File: config.mk
export PLATFORM = sky130hd
export DESIGN_NAME = core_launcher_flat
export DESIGN_NICKNAME = d
export VERILOG_FILES = /design/src/rtl/core_launcher_if.sv /design/src/rtl/core_launcher.sv /design/src/flat_wrapper.sv
export SDC_FILE = /design/constraint.sdc
export NUM_CORES = 1
export LEC_CHECK = 0
export ABC_AREA = 1
export BUFFER_PORTS_ARGS = -buffer_cell sky130_fd_sc_hd__buf_2
export CORE_ASPECT_RATIO = 0.8
export CORE_MARGIN = 2
export CORE_UTILIZATION = 50
export CTS_CLUSTER_DIAMETER = 150
export DETAILED_ROUTE_END_ITERATION = 8
export PLACE_DENSITY = 0.78
export SYNTH_ARGS = -nofsm -noshare
export SYNTH_HDL_FRONTEND = slang
export SYNTH_SLANG_ARGS = --single-unit
File: constraint.sdc
create_clock -name clk -period 2 [get_ports clk]
set_clock_uncertainty 0.1 [all_clocks]
set_input_delay 0.1 -clock clk [delete_from_list [all_inputs] [get_ports clk]]
set_output_delay 0.1 -clock clk [all_outputs]
set_load 0.01 [all_outputs]
File: src/rtl/core_launcher_if.sv
// Launcher-side bundle: core start/finish handshake, result-memory read port
// and the valid/ready result stream.
interface core_launcher_if #(
  parameter int NUM_CORES = 4,
  parameter int ADDR_W    = 8,
  parameter int DATA_W    = 8
);
  logic                 start;
  logic [NUM_CORES-1:0] end_process;
  logic                 core_rst;
  logic [1:0]           status;
  logic                 mem_rd_en;
  logic [ADDR_W-1:0]    mem_addr;
  logic [DATA_W-1:0]    mem_rdata;
  logic [DATA_W-1:0]    out_data;
  logic                 out_valid;
  logic                 out_ready;
  logic                 busy;
  logic                 done;

  modport master (
    input  start, end_process, mem_rdata, out_ready,
    output core_rst, status, mem_rd_en, mem_addr, out_data, out_valid, busy, done
  );

  modport slave (
    output start, end_process, mem_rdata, out_ready,
    input  core_rst, status, mem_rd_en, mem_addr, out_data, out_valid, busy, done
  );
endinterface

File: src/rtl/core_launcher.sv
// Run controller: re-arms the cores, collects end_process, streams results.
// Optional run watchdog enabled by defining LAUNCH_TIMEOUT_EN.
module core_launcher #(
  parameter int NUM_CORES      = 4,
  parameter int ADDR_W         = 8,
  parameter int DATA_W         = 8,
  parameter int RESULT_BASE    = 0,
  parameter int RESULT_WORDS   = 9,
  parameter int TIMEOUT_CYCLES = 65535
) (
  input logic clk,
  input logic rst,
  core_launcher_if.master bus
);

  // IDLE wait start | CRST core reset pulse | SETTLE flags clear | RUN collect
  // RD_ISSUE read | RD_WAIT capture | SEND hold word | DONE results delivered
  typedef enum logic [2:0] {
    S_IDLE, S_CRST, S_SETTLE, S_RUN, S_RD_ISSUE, S_RD_WAIT, S_SEND, S_DONE
  } state_e;

  localparam int CNT_W = (RESULT_WORDS > 1) ? $clog2(RESULT_WORDS) : 1;
  localparam logic [CNT_W-1:0] LAST_WORD = CNT_W'(RESULT_WORDS - 1);

  state_e               state_q, state_d;
  logic [NUM_CORES-1:0] mask_q, mask_d;
  logic [CNT_W-1:0]     cnt_q, cnt_d;
  logic                 to_q, to_d;
  logic                 timeout_hit;
  logic [1:0]           status_d;

  logic                 core_rst_q;
  logic [1:0]           status_q;
  logic                 mem_rd_en_q;
  logic [ADDR_W-1:0]    mem_addr_q;
  logic [DATA_W-1:0]    out_data_q;
  logic                 out_valid_q;
  logic                 busy_q;
  logic                 done_q;

`ifdef LAUNCH_TIMEOUT_EN
  localparam int TMR_W = (TIMEOUT_CYCLES > 1) ? $clog2(TIMEOUT_CYCLES) : 1;
  logic [TMR_W-1:0] tmr_q, tmr_d;

  // Down-counter loaded as RUN is entered; terminal count ends the run.
  always_comb begin
    tmr_d = tmr_q;
    if (state_q == S_SETTLE) begin
      tmr_d = TMR_W'(TIMEOUT_CYCLES - 1);
    end else if ((state_q == S_RUN) && (tmr_q != '0)) begin
      tmr_d = tmr_q - 1'b1;
    end
  end

  always_ff @(posedge clk) begin
    if (rst) begin
      tmr_q <= '0;
    end else begin
      tmr_q <= tmr_d;
    end
  end

  assign timeout_hit = (state_q == S_RUN) && (tmr_q == '0);
`else
  logic unused_timeout_cfg;
  assign unused_timeout_cfg = |TIMEOUT_CYCLES;
  assign timeout_hit = 1'b0;
`endif

  always_ff @(posedge clk) begin
    if (rst) begin
      state_q <= S_IDLE;
      mask_q  <= '0;
      cnt_q   <= '0;
      to_q    <= 1'b0;
    end else begin
      state_q <= state_d;
      mask_q  <= mask_d;
      cnt_q   <= cnt_d;
      to_q    <= to_d;
    end
  end

  always_comb begin
    state_d = state_q;
    mask_d  = mask_q;
    cnt_d   = cnt_q;
    to_d    = to_q;
    case (state_q)
      S_IDLE: begin
        if (bus.start) state_d = S_CRST;
      end
      S_CRST: begin
        to_d    = 1'b0;
        state_d = S_SETTLE;
      end
      S_SETTLE: begin
        mask_d  = '0;
        state_d = S_RUN;
      end
      S_RUN: begin
        // The completing bit counts in the same cycle it arrives.
        mask_d = mask_q | bus.end_process;
        if (&mask_d) begin
          cnt_d   = '0;
          state_d = S_RD_ISSUE;
        end else if (timeout_hit) begin
          to_d    = 1'b1;
          state_d = S_DONE;
        end
      end
      S_RD_ISSUE: state_d = S_RD_WAIT;
      S_RD_WAIT:  state_d = S_SEND;
      S_SEND: begin
        if (bus.out_ready) begin
          if (cnt_q == LAST_WORD) begin
            state_d = S_DONE;
          end else begin
            cnt_d   = cnt_q + 1'b1;
            state_d = S_RD_ISSUE;
          end
        end
      end
      S_DONE: begin
        if (bus.start) state_d = S_CRST;
      end
      default: state_d = S_IDLE;
    endcase
  end

  always_comb begin
    status_d = 2'b00;
    case (state_d)
      S_RUN:   status_d = 2'b01;
      S_DONE:  status_d = {1'b1, to_d};
      default: status_d = 2'b00;
    endcase
  end

  // Outputs are registered from the next state so they align with the state.
  always_ff @(posedge clk) begin
    if (rst) begin
      core_rst_q  <= 1'b0;
      status_q    <= 2'b00;
      mem_rd_en_q <= 1'b0;
      mem_addr_q  <= '0;
      out_data_q  <= '0;
      out_valid_q <= 1'b0;
      busy_q      <= 1'b0;
      done_q      <= 1'b0;
    end else begin
      core_rst_q  <= (state_d == S_CRST);
      status_q    <= status_d;
      mem_rd_en_q <= (state_d == S_RD_ISSUE);
      if (state_d == S_RD_ISSUE) begin
        mem_addr_q <= ADDR_W'(RESULT_BASE) + ADDR_W'(cnt_d);
      end
      if (state_q == S_RD_WAIT) begin
        out_data_q <= bus.mem_rdata;
      end
      out_valid_q <= (state_d == S_SEND);
      busy_q      <= (state_d != S_IDLE) && (state_d != S_DONE);
      done_q      <= (state_d == S_DONE);
    end
  end

  assign bus.core_rst  = core_rst_q;
  assign bus.status    = status_q;
  assign bus.mem_rd_en = mem_rd_en_q;
  assign bus.mem_addr  = mem_addr_q;
  assign bus.out_data  = out_data_q;
  assign bus.out_valid = out_valid_q;
  assign bus.busy      = busy_q;
  assign bus.done      = done_q;

endmodule

File: src/flat_wrapper.sv
// flat-port wrapper written by rule: the top's interface ports become plain ports
module core_launcher_flat 
#(
  parameter int NUM_CORES      = 4,
  parameter int ADDR_W         = 8,
  parameter int DATA_W         = 8,
  parameter int RESULT_BASE    = 0,
  parameter int RESULT_WORDS   = 9,
  parameter int TIMEOUT_CYCLES = 65535
)
  (clk, rst, bus_start, bus_end_process, bus_mem_rdata, bus_out_ready, bus_core_rst, bus_status, bus_mem_rd_en, bus_mem_addr, bus_out_data, bus_out_valid, bus_busy, bus_done);
  core_launcher_if #(.NUM_CORES(NUM_CORES), .ADDR_W(ADDR_W), .DATA_W(DATA_W)) bus_i ();
  input logic clk;
  input logic rst;
  input wire logic [$bits(bus_i.start)-1:0] bus_start;
  input wire logic [$bits(bus_i.end_process)-1:0] bus_end_process;
  input wire logic [$bits(bus_i.mem_rdata)-1:0] bus_mem_rdata;
  input wire logic [$bits(bus_i.out_ready)-1:0] bus_out_ready;
  output wire logic [$bits(bus_i.core_rst)-1:0] bus_core_rst;
  output wire logic [$bits(bus_i.status)-1:0] bus_status;
  output wire logic [$bits(bus_i.mem_rd_en)-1:0] bus_mem_rd_en;
  output wire logic [$bits(bus_i.mem_addr)-1:0] bus_mem_addr;
  output wire logic [$bits(bus_i.out_data)-1:0] bus_out_data;
  output wire logic [$bits(bus_i.out_valid)-1:0] bus_out_valid;
  output wire logic [$bits(bus_i.busy)-1:0] bus_busy;
  output wire logic [$bits(bus_i.done)-1:0] bus_done;
  assign bus_i.start = bus_start;
  assign bus_i.end_process = bus_end_process;
  assign bus_i.mem_rdata = bus_mem_rdata;
  assign bus_i.out_ready = bus_out_ready;
  assign bus_core_rst = bus_i.core_rst;
  assign bus_status = bus_i.status;
  assign bus_mem_rd_en = bus_i.mem_rd_en;
  assign bus_mem_addr = bus_i.mem_addr;
  assign bus_out_data = bus_i.out_data;
  assign bus_out_valid = bus_i.out_valid;
  assign bus_busy = bus_i.busy;
  assign bus_done = bus_i.done;
  core_launcher #(.NUM_CORES(NUM_CORES), .ADDR_W(ADDR_W), .DATA_W(DATA_W), .RESULT_BASE(RESULT_BASE), .RESULT_WORDS(RESULT_WORDS), .TIMEOUT_CYCLES(TIMEOUT_CYCLES)) u_core (.clk(clk), .rst(rst), .bus(bus_i));
endmodule
==> results.json <==
{
  "outcome": "finished clean",
  "start_util": 0.532,
  "dieWidth_um": 61.4,
  "wl_mm": 3.09,
  "die-area_um2": 3070,
  "layout.nets": 242,
  "first_global_vias": 1277,
  "grt.overflow.total": 0,
  "startpoint_type": "flop",
  "slowest_delay_ns": 0.39,
  "pre_cts_slack_ns": 0.466,
  "fp.dieH_um": 50.0,
  "synth_edf_count": 0,
  "numCtsBuffers": 5,
  "worstPathRequired_ns": 2.18,
  "drtPass1Iterations": 4,
  "end_kind": "flop",
  "ant_nets": 0,
  "rows": 16,
  "finalWorstSetupSlack_ns": 0.421,
  "yosysSeqAreaShare": 0.455,
  "placed_area_um2": 1500,
  "dr.first_iter.drc_count": 63,
  "yosysTopAreaCellShare": 0.455,
  "worstPathMaxFanout": 4,
  "rsz0062_at_grt": "false",
  "vias_per_cell": 4.96,
  "syn_inst": 174,
  "n_antenna_cell": 0,
  "maxSlewViolCount": 0,
  "syn_area_per_cell_um2": 7.59,
  "num_vias": 1289,
  "finalInstanceArea_um2": 1680,
  "maxCapViolCount": 0,
  "clk_pin_slew_ns": 0.09,
  "cts_htree_levels": 2,
  "clk_latency_ns": 0.34,
  "yosys-top-cells-area": "dfxtp_1 (45%), nor2_1 (11%), nand2_1 (8.2%)",
  "power.total_mw": 1.11,
  "hold_slack_ns": 0.0577,
  "layout-drive-gt1-share": 0.268,
  "synth.distinct_cells": 29,
  "cts_root_buf": "clkbuf_4",
  "antenna_found_initial": 0,
  "fmax_ghz": 0.633,
  "track_usage": 0.236,
  "ir_drop_uv": 551,
  "critPathArrivalTime_ns": 1.76,
  "period_share": 0.790,
  "power.leakage_nw": 0.837,
  "core_area_um2": 2480,
  "syn-cell-area_um2": 1320,
  "placed_cells": 240,
  "synth_flop_cell": "dfxtp_1",
  "fin_crit_ns": 1.58,
  "cpMaxStageDelayCell": "dfxtp_1",
  "power_density_nw_per_um2": 660,
  "synth_top_cell_by_area": "dfxtp_1",
  "drcViolationCount": 0,
  "worstPathCellList": "inv_1 -> ha_1 -> nand3_1 -> a21oi_4 -> nor3b_1 -> nand2_1 -> a21oi_1",
  "synthArstFlopShare": 0,
  "hold_path.class": "primary input to flop",
  "gp_congestion": 0.798,
  "final-setup-viol-count": 0,
  "tns_ns": 0,
  "post-route-util": 0.676,
  "cts_tree": "yes",
  "yosysWarnings": 0,
  "dpl.hpwl_mm": 2.12,
  "synth-seq-cells": 30,
  "clock-sinks": 30,
  "path_class": "flop to flop",
  "routedWlPerCell_um": 11.9,
  "finalNonFillerCells": 260,
  "io-pin-count": 39,
  "grt_pass1_wl_mm": 5.27,
  "portBuffers": 34,
  "grt_max_degree": 19,
  "clock_path_buffers": 2,
  "area_growth_pct": 27.1,
  "hold_viol_final": 0
}
-- kinds of logic after synthesis --
| logic type | after synthesis | share of synthesized area |
|---|---|---|
| muxes | 1 | 0.00758 |
| and+or+nand+nor | 86 | 0.291 |
| AOI/OAI and AO/OA | 27 | 0.129 |
| buffers and inverters | 26 | 0.0891 |
| DFF | 30 | 0.455 |
| xor gates and xnor gates | 1 | 0.00664 |
| adders and majority gates | 2 | 0.0190 |
| other | 1 | 0.00284 |
-- metal layers --
| layer | vias to the layer above | global-route usage | part of all wire |
|---|---|---|---|
| li1 | 641 | - | - |
| met1 | 561 | 0.275 | 0.43 |
| met2 | 74 | 0.371 | 0.45 |
| met3 | 13 | 0.0892 | 0.092 |
| met4 | 0 | 0.121 | 0.026 |
| met5 | - | 0 | 0 |
-- sequential cells by signal, summed over array words and instances (netlist names) --
register / cells
u_core.bus.out_data: 8
u_core.bus.mem_addr: 4
u_core.cnt_q: 4
u_core.mask_q: 4
u_core.state_q: 3
u_core.bus.status: 2
u_core.bus.busy: 1
u_core.bus.core_rst: 1
u_core.bus.mem_rd_en: 1
u_core.bus.out_valid: 1
u_core.to_q: 1
-- timing repair --
action,in CTS,in global routing
gates resized for setup,0,0
setup buffers,0,0
hold buffers,13,0
hold endpoints to repair,16,0
-- Yosys cell counts (3+ instances only) --
| cell type | n |
|---|---|
| nor2_1 | 38 |
| dfxtp_1 | 30 |
| nand2_1 | 29 |
| inv_1 | 14 |
| o21ai_0 | 13 |
| buf_4 | 5 |
| inv_2 | 5 |
| a211oi_1 | 4 |
| nand2_2 | 4 |
| nand3_1 | 4 |
| nor2_2 | 4 |
| a21oi_1 | 3 |
-- cells in the final DEF (no fill, tap or decap), types with 2 or more instances in the layout --
cell and count:
clkinv_2 2, o21ai_0 13, inv_2 5, o211ai_1 2, nand2_2 4, clkbuf_4 5
nor2_2 4, buf_2 34, dlygate4sd3_1 13, dfxtp_1 30, inv_1 14, a211oi_1 4
ha_1 2, nand4_1 2, nor2_1 38, a21oi_1 3, conb_1 4, o21ai_1 2
nand2_1 29, nand3_1 4
-- worst max-delay path: cells and delay by family (launching register included) --
family	cells	cell delay, ns
AO/OA/AOI/OAI	2	0.21
AND/OR/NAND/NOR	3	0.53
flip-flops	1	0.39
adder cells (fa/ha/maj)	1	0.21
buffers and inverters	1	0.07
-- layout make-up --
| class | count | area [µm²] |
|---|---|---|
| clock inverter | 2 | 10.0 |
| tap | 36 | 45.0 |
| sequential | 30 | 601 |
| clock buffer | 5 | 37.5 |
| multi-input combinational | 121 | 613 |
| timing repair buffer | 47 | 300 |
| fill | 197 | 805 |
| inverter | 19 | 71.3 |
-- final timing paths --
kind | start | to | slack (ns) | cells after the start
min reg2reg | u_core.bus.mem_addr[0]$_SDFFE_PP0P_ | u_core.bus.mem_addr[0]$_SDFFE_PP0P_ | 0.37 | 2
max reg2reg | u_core.cnt_q[0]$_SDFF_PP0_ | u_core.bus.busy$_SDFF_PP0_ | 0.42 | 7
min | bus_out_ready | u_core.bus.mem_addr[0]$_SDFFE_PP0P_ | 0.06 | 3
max | u_core.cnt_q[0]$_SDFF_PP0_ | u_core.bus.busy$_SDFF_PP0_ | 0.42 | 7
-- where the power goes --
group          internal (mW)  total (mW)  switching (mW)
sequential             0.614       0.625          0.0111
combinational         0.0605       0.142          0.0815
clock                  0.126       0.341           0.215
Power figures use the tool's default switching activity.
